===== src/rtl/mips_pkg.sv =====
// Shared MIPS pipeline definitions: NOP word, pc_src encodings, opcodes and
// the fetch FSM state type.
package mips_pkg;

  localparam logic [31:0] NOP_INST = 32'h0000_0000;

  localparam logic [1:0] PCSRC_SEQ = 2'b00;
  localparam logic [1:0] PCSRC_BR  = 2'b01;
  localparam logic [1:0] PCSRC_JMP = 2'b10;

  localparam logic [5:0] OP_RTYPE = 6'h00;
  localparam logic [5:0] OP_J     = 6'h02;
  localparam logic [5:0] OP_BEQ   = 6'h04;
  localparam logic [5:0] OP_BNE   = 6'h05;
  localparam logic [5:0] OP_LW    = 6'h23;
  localparam logic [5:0] OP_SW    = 6'h2B;

  typedef enum logic {
    FETCH_REQ  = 1'b0,
    FETCH_WAIT = 1'b1
  } fetch_state_e;

endpackage


===== src/rtl/if_fetch_stage_if.sv =====
// Instruction-memory port of the fetch stage.
// Handshake: the request transfers in a cycle with req && gnt. rvalid then
// pulses exactly once per granted request, in order, at least one cycle later.
interface if_fetch_stage_if #(
  parameter int ADDR_W = 32
);
  logic              req;
  logic [ADDR_W-1:0] addr;
  logic              gnt;
  logic              rvalid;
  logic [31:0]       rdata;

  modport master (output req, output addr, input gnt, input rvalid, input rdata);
  modport slave  (input req, input addr, output gnt, output rvalid, output rdata);
endinterface


===== src/rtl/fetch_skid_buf.sv =====
// One-entry {inst, pc4} holding buffer for a response that lands during a stall.
// clear has priority over push, push over pop.
module fetch_skid_buf #(
  parameter int ADDR_W = 32
) (
  input  logic              clk,
  input  logic              rst,
  input  logic              push,
  input  logic              pop,
  input  logic              clear,
  input  logic [31:0]       in_inst,
  input  logic [ADDR_W-1:0] in_pc4,
  output logic              full,
  output logic [31:0]       out_inst,
  output logic [ADDR_W-1:0] out_pc4
);

  always_ff @(posedge clk or negedge rst) begin
    if (!rst) begin
      full     <= 1'b0;
      out_inst <= '0;
      out_pc4  <= '0;
    end else if (clear) begin
      full <= 1'b0;
    end else if (push) begin
      full     <= 1'b1;
      out_inst <= in_inst;
      out_pc4  <= in_pc4;
    end else if (pop) begin
      full <= 1'b0;
    end
  end

endmodule


===== src/rtl/if_fetch_stage.sv =====
// MIPS instruction-fetch stage: PC, imem request FSM, skid buffer and IF/ID.
// Optional `define FETCH_PERF_CNT_EN adds perf_fetched / perf_killed counters.
module if_fetch_stage
  import mips_pkg::*;
#(
  parameter int                ADDR_W   = 32,
  parameter logic [ADDR_W-1:0] RESET_PC = '0
) (
  input  logic                 clk,
  input  logic                 rst,
  input  logic [1:0]           pc_src,
  input  logic [ADDR_W-1:0]    id_pc4,
  input  logic [15:0]          id_imm16,
  input  logic [25:0]          id_jaddr26,
  input  logic                 stall,
  if_fetch_stage_if.master     imem,
  output logic [31:0]          if_id_inst,
  output logic [ADDR_W-1:0]    if_id_pc4,
  output logic                 if_id_valid,
  output fetch_state_e         dbg_state
`ifdef FETCH_PERF_CNT_EN
  ,
  output logic [31:0]          perf_fetched,
  output logic [31:0]          perf_killed
`endif
);

  fetch_state_e      state, state_n;
  logic [ADDR_W-1:0] pc, pc_n, req_pc4, req_pc4_n;
  logic              kill, kill_n;
  logic              ifid_load, ifid_valid_n;
  logic [31:0]       ifid_inst_n;
  logic [ADDR_W-1:0] ifid_pc4_n;
  logic              skid_push, skid_pop, skid_clear, skid_full;
  logic [31:0]       skid_inst;
  logic [ADDR_W-1:0] skid_pc4;
  logic              redirect;
  logic [ADDR_W-1:0] branch_tgt, jump_tgt, target;

  // Stall wins over a redirect; ID re-presents the redirect next cycle.
  assign redirect   = !stall && (pc_src == PCSRC_BR || pc_src == PCSRC_JMP);
  assign branch_tgt = id_pc4 + {{(ADDR_W-18){id_imm16[15]}}, id_imm16, 2'b00};
  assign jump_tgt   = {id_pc4[ADDR_W-1:28], id_jaddr26, 2'b00};
  assign target     = (pc_src == PCSRC_JMP) ? jump_tgt : branch_tgt;

  assign imem.req   = rst && (state == FETCH_REQ);
  assign imem.addr  = pc;
  assign dbg_state  = state;

  always_comb begin
    state_n      = state;
    pc_n         = pc;
    kill_n       = kill;
    req_pc4_n    = req_pc4;
    ifid_load    = !stall;
    ifid_inst_n  = NOP_INST;
    ifid_pc4_n   = '0;
    ifid_valid_n = 1'b0;
    skid_push    = 1'b0;
    skid_pop     = 1'b0;
    skid_clear   = 1'b0;
    case (state)
      FETCH_REQ: begin
        if (imem.gnt) begin
          state_n   = FETCH_WAIT;
          pc_n      = pc + ADDR_W'(4);
          req_pc4_n = pc + ADDR_W'(4);
          kill_n    = redirect;
        end
      end
      FETCH_WAIT: begin
        if (skid_full) begin
          if (redirect) begin
            skid_clear = 1'b1;
            state_n    = FETCH_REQ;
          end else if (!stall) begin
            skid_pop     = 1'b1;
            ifid_inst_n  = skid_inst;
            ifid_pc4_n   = skid_pc4;
            ifid_valid_n = 1'b1;
            state_n      = FETCH_REQ;
          end
        end else if (imem.rvalid) begin
          state_n = FETCH_REQ;
          kill_n  = 1'b0;
          if (kill || redirect) begin
            state_n = FETCH_REQ;
          end else if (stall) begin
            skid_push = 1'b1;
            state_n   = FETCH_WAIT;
          end else begin
            ifid_inst_n  = imem.rdata;
            ifid_pc4_n   = req_pc4;
            ifid_valid_n = 1'b1;
          end
        end else if (redirect) begin
          kill_n = 1'b1;
        end
      end
      default: state_n = FETCH_REQ;
    endcase
    if (redirect) pc_n = target;
  end

  always_ff @(posedge clk or negedge rst) begin
    if (!rst) begin
      state       <= FETCH_REQ;
      pc          <= RESET_PC;
      kill        <= 1'b0;
      req_pc4     <= '0;
      if_id_inst  <= NOP_INST;
      if_id_pc4   <= '0;
      if_id_valid <= 1'b0;
    end else begin
      state   <= state_n;
      pc      <= pc_n;
      kill    <= kill_n;
      req_pc4 <= req_pc4_n;
      if (ifid_load) begin
        if_id_inst  <= ifid_inst_n;
        if_id_pc4   <= ifid_pc4_n;
        if_id_valid <= ifid_valid_n;
      end
    end
  end

  fetch_skid_buf #(.ADDR_W(ADDR_W)) u_skid (
    .clk      (clk),
    .rst      (rst),
    .push     (skid_push),
    .pop      (skid_pop),
    .clear    (skid_clear),
    .in_inst  (imem.rdata),
    .in_pc4   (req_pc4),
    .full     (skid_full),
    .out_inst (skid_inst),
    .out_pc4  (skid_pc4)
  );

`ifdef FETCH_PERF_CNT_EN
  logic fetched_inc, killed_inc;
  assign fetched_inc = ifid_load && ifid_valid_n;
  assign killed_inc  = skid_clear ||
                       (state == FETCH_WAIT && !skid_full && imem.rvalid && (kill || redirect));

  always_ff @(posedge clk or negedge rst) begin
    if (!rst) begin
      perf_fetched <= '0;
      perf_killed  <= '0;
    end else begin
      if (fetched_inc) perf_fetched <= perf_fetched + 32'd1;
      if (killed_inc)  perf_killed  <= perf_killed + 32'd1;
    end
  end
`endif

endmodule


===== src/flat_wrapper.sv =====
// flat-port wrapper written by rule: the top's interface ports become plain ports
module if_fetch_stage_flat import mips_pkg::*;
#(
  parameter int                ADDR_W   = 32,
  parameter logic [ADDR_W-1:0] RESET_PC = '0
)
  (clk, rst, pc_src, id_pc4, id_imm16, id_jaddr26, stall, if_id_inst, if_id_pc4, if_id_valid, dbg_state, imem_req, imem_addr, imem_gnt, imem_rvalid, imem_rdata);
  if_fetch_stage_if #(.ADDR_W(ADDR_W)) imem_i ();
  input  logic clk;
  input  logic rst;
  input  logic [1:0] pc_src;
  input  logic [ADDR_W-1:0] id_pc4;
  input  logic [15:0] id_imm16;
  input  logic [25:0] id_jaddr26;
  input  logic stall;
  output logic [31:0] if_id_inst;
  output logic [ADDR_W-1:0] if_id_pc4;
  output logic if_id_valid;
  output fetch_state_e dbg_state;
  output wire logic [$bits(imem_i.req)-1:0] imem_req;
  output wire logic [$bits(imem_i.addr)-1:0] imem_addr;
  input wire logic [$bits(imem_i.gnt)-1:0] imem_gnt;
  input wire logic [$bits(imem_i.rvalid)-1:0] imem_rvalid;
  input wire logic [$bits(imem_i.rdata)-1:0] imem_rdata;
  assign imem_req = imem_i.req;
  assign imem_addr = imem_i.addr;
  assign imem_i.gnt = imem_gnt;
  assign imem_i.rvalid = imem_rvalid;
  assign imem_i.rdata = imem_rdata;
  if_fetch_stage #(.ADDR_W(ADDR_W), .RESET_PC(RESET_PC)) u_core (.clk(clk), .rst(rst), .pc_src(pc_src), .id_pc4(id_pc4), .id_imm16(id_imm16), .id_jaddr26(id_jaddr26), .stall(stall), .imem(imem_i), .if_id_inst(if_id_inst), .if_id_pc4(if_id_pc4), .if_id_valid(if_id_valid), .dbg_state(dbg_state));
endmodule

===== config.mk =====
export PLATFORM = sky130hd
export DESIGN_NAME = if_fetch_stage_flat
export DESIGN_NICKNAME = d
export VERILOG_FILES = /design/src/rtl/mips_pkg.sv /design/src/rtl/if_fetch_stage_if.sv /design/src/rtl/fetch_skid_buf.sv /design/src/rtl/if_fetch_stage.sv /design/src/flat_wrapper.sv
export SDC_FILE = /design/constraint.sdc
export NUM_CORES = 1
export LEC_CHECK = 0
export ABC_AREA = 1
export CAP_MARGIN = 20
export CORE_ASPECT_RATIO = 0.6
export CORE_UTILIZATION = 48
export DETAILED_ROUTE_END_ITERATION = 7
export HOLD_SLACK_MARGIN = 0.02
export PLACE_DENSITY_LB_ADDON = 0.05
export SYNTH_ARGS = -nofsm -noshare
export SYNTH_HDL_FRONTEND = slang
export SYNTH_SLANG_ARGS = --single-unit

===== constraint.sdc =====
create_clock -name clk -period 1.6 [get_ports clk]
set_input_delay 0.32 -clock clk [delete_from_list [all_inputs] [get_ports clk]]
set_output_delay 0.32 -clock clk [all_outputs]
set_load 0.02 [all_outputs]

==> results.md <==
* Reg-to-reg critical path startpoint: u_core.imem.addr[4]
* Startpoint types: flop
* RD Place Congestion at 0.998
* Clk sink count at around 200
* Clk slew on worst S/H paths at around 70 ps
* Fin crit share at 1.09
* Cells after synthesis at 1598
* Utilization after layout at 0.757
* Die Wd at 201 um
* CTS tree: built
* # DRC at 0
* Synth Register Bits at 196
* Hold Crit Class: input pin to asynchronous set/reset pin
* Max_slew headroom at 0.496
* Drt total wl at 40900 um
* Post-Synth XOR/XNOR Area at 0.0199
* Critical Path Max Stage Delay at 400 ps
* GR peak layer: met1
* Worst r2r path cells at 10
* Synth unique cells at 38
* Chip height at ~120 um
* Filler Cells Inserted at 1794
* Net count after synthesis at 1743
* GR Util All Layers at 0.330
* Initial antenna violation count at 0
* DP Wirelength at 28700 um
* Crit path arrival time at 2080 ps
* Synth Flop Type: dfrtp_1
* CP Max Fanout at 3
* Worst slew pin tran at 756 ps
* Peak VDD IR at 872 uV
* Unrepaired setup endpoints after global routing: true
* Clk_skew at around 8.7 ps
* Nature of the critical path endpoint: flop
* Asr flop ratio synth at 1.00
* Met2 Usage GRT at 0.476
* Area delta synth->final at 54.2%
* WL/cell at 17.5 um
* Largest net degree at the start of global routing at 134
* Sequence of cells on the critical path: buf_6 -> nand2_4 -> nor2_4 -> nand2_4 -> nor2_4 -> nand2_2 -> nand2_1 -> nand3b_1 -> buf_4 -> o21a_1
* FP Rows at 43
* Fraction of layout cells with a size suffix above 1 at 0.288
* Remaining antenna violation count after routing at 0
* Power Density at between 1000 and 1500 mW/mm2
* Leak pwr at 9.06 nW
* N_diodes at 0
* Slowest-stage cell, CP: dfrtp_1
* Post-synth EDFFs at 0
* Insertion delay of the later-clocked pin in the worst-skew pair at around 440 ps
* Violations in the final reports: setup timing
* Family with the most delay on the worst path: simple AND/OR/NAND/NOR gates
* Design area at approximately 0.018 mm2
* Global Route met1 Usage at 0.499
* WP buf/inv at 2
* Largest family of logic cells by synthesized area: simple AND/OR/NAND/NOR gates
* Crit path kind: flop to flop
* Synth Warn # at 0
* Final Hold Fails at 0
* Mux cell area share after synthesis at 0
* Hold Buf Count CTS at 0
* Setup slack after layout at -151 ps
* Fin Hold WS at 61.6 ps
* Via count at roughly 12000
* Max-slew violations at 0
* Compound-Gate Fraction of Synth Area at 0.143
* Post-synthesis sequential area ratio at 0.431
* Reg2reg end: u_core.req_pc4[16]
* Num CTS Buffers at 17
* Flop2flop setup slack at -150 ps
* Max Root-Sink Buffers at 2
* Synth Cell Area at 0.0114 mm2
* Critical Path RT at 1930 ps
* Finish-stage setup viols at 28
* Vias in the first global route at 11600
* Initial DRC Count at 1153
* DP Worst Slack at -1170 ps
* Post-Synth Adder-Cell Area at 0.0358
* Clock root buffer master: clkbuf_16
* Post-layout nets at about 2200
* Htree depth at 4
* Port Buffers at 211
* Fmax at 571 MHz
* Status: finished with violations
* Max-Cap Viols at 0
* Initial Util at 0.491
* Synth Area in Simple Gates at 0.283
* Mean Syn Cell Area at 7.12 um2
* DR pass1 iterations at 5
* Die ar. at 0.0244 mm2
* Final min period at 1750 ps
* DR vias/cell at 5.34
* I/O pins at 212
* Met3 layer usage reported by global route at 0.0808
* First-pass GRT wire length at 62200 um
* GRT Residual Overflow at 0
* Post-DP Area at 0.0153 mm2
* Core ar. at about 0.023 mm2
stage by stage:
stage / TNS (ps) / total power, mW / instances
floorplan: -312 / 13.8 / 1598
global placement: -72630 / 19.0 / 2262
detailed placement: -72350 / 19.3 / 2262
CTS: -348 / 24.7 / 2326
global route: -4740 / 27.1 / 2340
finish: -1590 / 25.7 / 2340
state kept, by name, summed over array words and instances, names as in the netlist:
name and count:
u_core.req_pc4 32, u_core.u_skid.full 1, u_core.if_id_pc4 32, u_core.u_skid.out_inst 32, u_core.dbg_state 1, u_core.if_id_valid 1, u_core.kill 1, u_core.u_skid.out_pc4 32
u_core.imem.addr 32, u_core.if_id_inst 32
logic make-up after synthesis:
group | after synthesis
simple gates | 780
compound gates | 306
buf+inv | 259
flops | 196
fa+ha+maj | 32
xor+xnor | 25
repair_timing:
item / CTS / global route
cloned: 4 / 1
setup endpoints to repair: 200 / 136
resized for setup: 423 / 180
pin swaps: 72 / 87
setup buffers: 29 / 13
how the worst max path moves through the flow:
stage | startpoint | end | slack [ps] | cells after the start
3_3_place_gp | id_imm16[15] | u_core.imem.addr[22] | -1140 | 12
6_report | u_core.imem.addr[4] | u_core.req_pc4[16] | -150 | 10
3_5_place_dp | id_imm16[15] | u_core.imem.addr[22] | -1170 | 12
5_1_grt | u_core.imem.addr[2] | u_core.imem.addr[16] | -220 | 10
4_1_cts | u_core.imem.addr[20] | u_core.imem.addr[26] | -60 | 10
2_1_floorplan | id_pc4[2] | u_core.imem.addr[14] | -90 | 11
cell usage after synthesis, types with 2 or more instances:
library cell	number	area, um2
inv_2	6	22.5
inv_1	190	713
nor3_1	5	25.0
buf_2	16	80.1
nor2_4	4	45.0
a21oi_1	99	495
nor3_2	8	80.1
o211ai_1	12	90.1
nand3b_1	7	52.6
clkbuf_1	39	146
dfrtp_1	196	4900
o21ai_1	15	75.1
nor2_2	7	43.8
nand3_1	76	380
a22o_1	2	17.5
nand4_1	14	87.6
nand2_1	490	1840
nor2_1	158	593
nand2_2	6	37.5
o21ai_0	158	791
o21a_1	7	52.6
xnor2_1	9	78.8
xor2_1	15	131
o21bai_1	7	52.6
and2_1	3	18.8
buf_1	7	26.3
ha_1	31	388
metal layers:
layer	vias to the layer above	share of wire
met5	-	0
met4	0	0.013
met3	41	0.090
met2	519	0.43
met1	6003	0.46
li1	5925	-
tightest hold or removal path: stages:
cell and delay [ps]:
clkbuf_8 120, buf_4 130, buf_4 350
power breakdown:
group	switching, mW	total [mW]	internal [mW]
registers	1.39	8.36	6.97
logic	7.18	12.4	5.26
clock network	1.93	4.87	2.94
cell usage in the layout (no fill, tap or decap), types with 6 or more instances in the layout:
cell type,count
a21oi_1,85
a21oi_2,12
buf_12,15
buf_2,23
buf_4,204
buf_6,26
bufinv_16,6
clkbuf_16,18
clkbuf_2,6
clkdlybuf4s50_1,65
dfrtp_1,183
dfrtp_2,12
dlygate4sd2_1,105
ha_4,29
inv_1,171
inv_2,20
nand2_1,408
nand2_2,64
nand2_4,24
nand3_1,56
nand3_2,15
nand3_4,6
nand3b_1,7
nand4_1,14
nor2_1,118
nor2_2,23
nor2_4,28
nor3_4,9
o211ai_1,12
o21a_1,7
o21ai_0,123
o21ai_1,40
o21ai_2,10
o21bai_1,6
xnor2_1,6
xor2_1,14
area by class of cell:
| type | instances | area (um2) | area share |
|---|---|---|---|
| clock buffer | 20 | 437 | 0.0249 |
| inverter | 196 | 752 | 0.0429 |
| clock inverter | 12 | 225 | 0.0128 |
| timing repair buffer | 457 | 4040 | 0.230 |
| tap | 315 | 394 | 0.0225 |
| multi-input combinational | 1144 | 6780 | 0.386 |
| sequential | 196 | 4920 | 0.281 |
(Power assumes the default switching activity.)
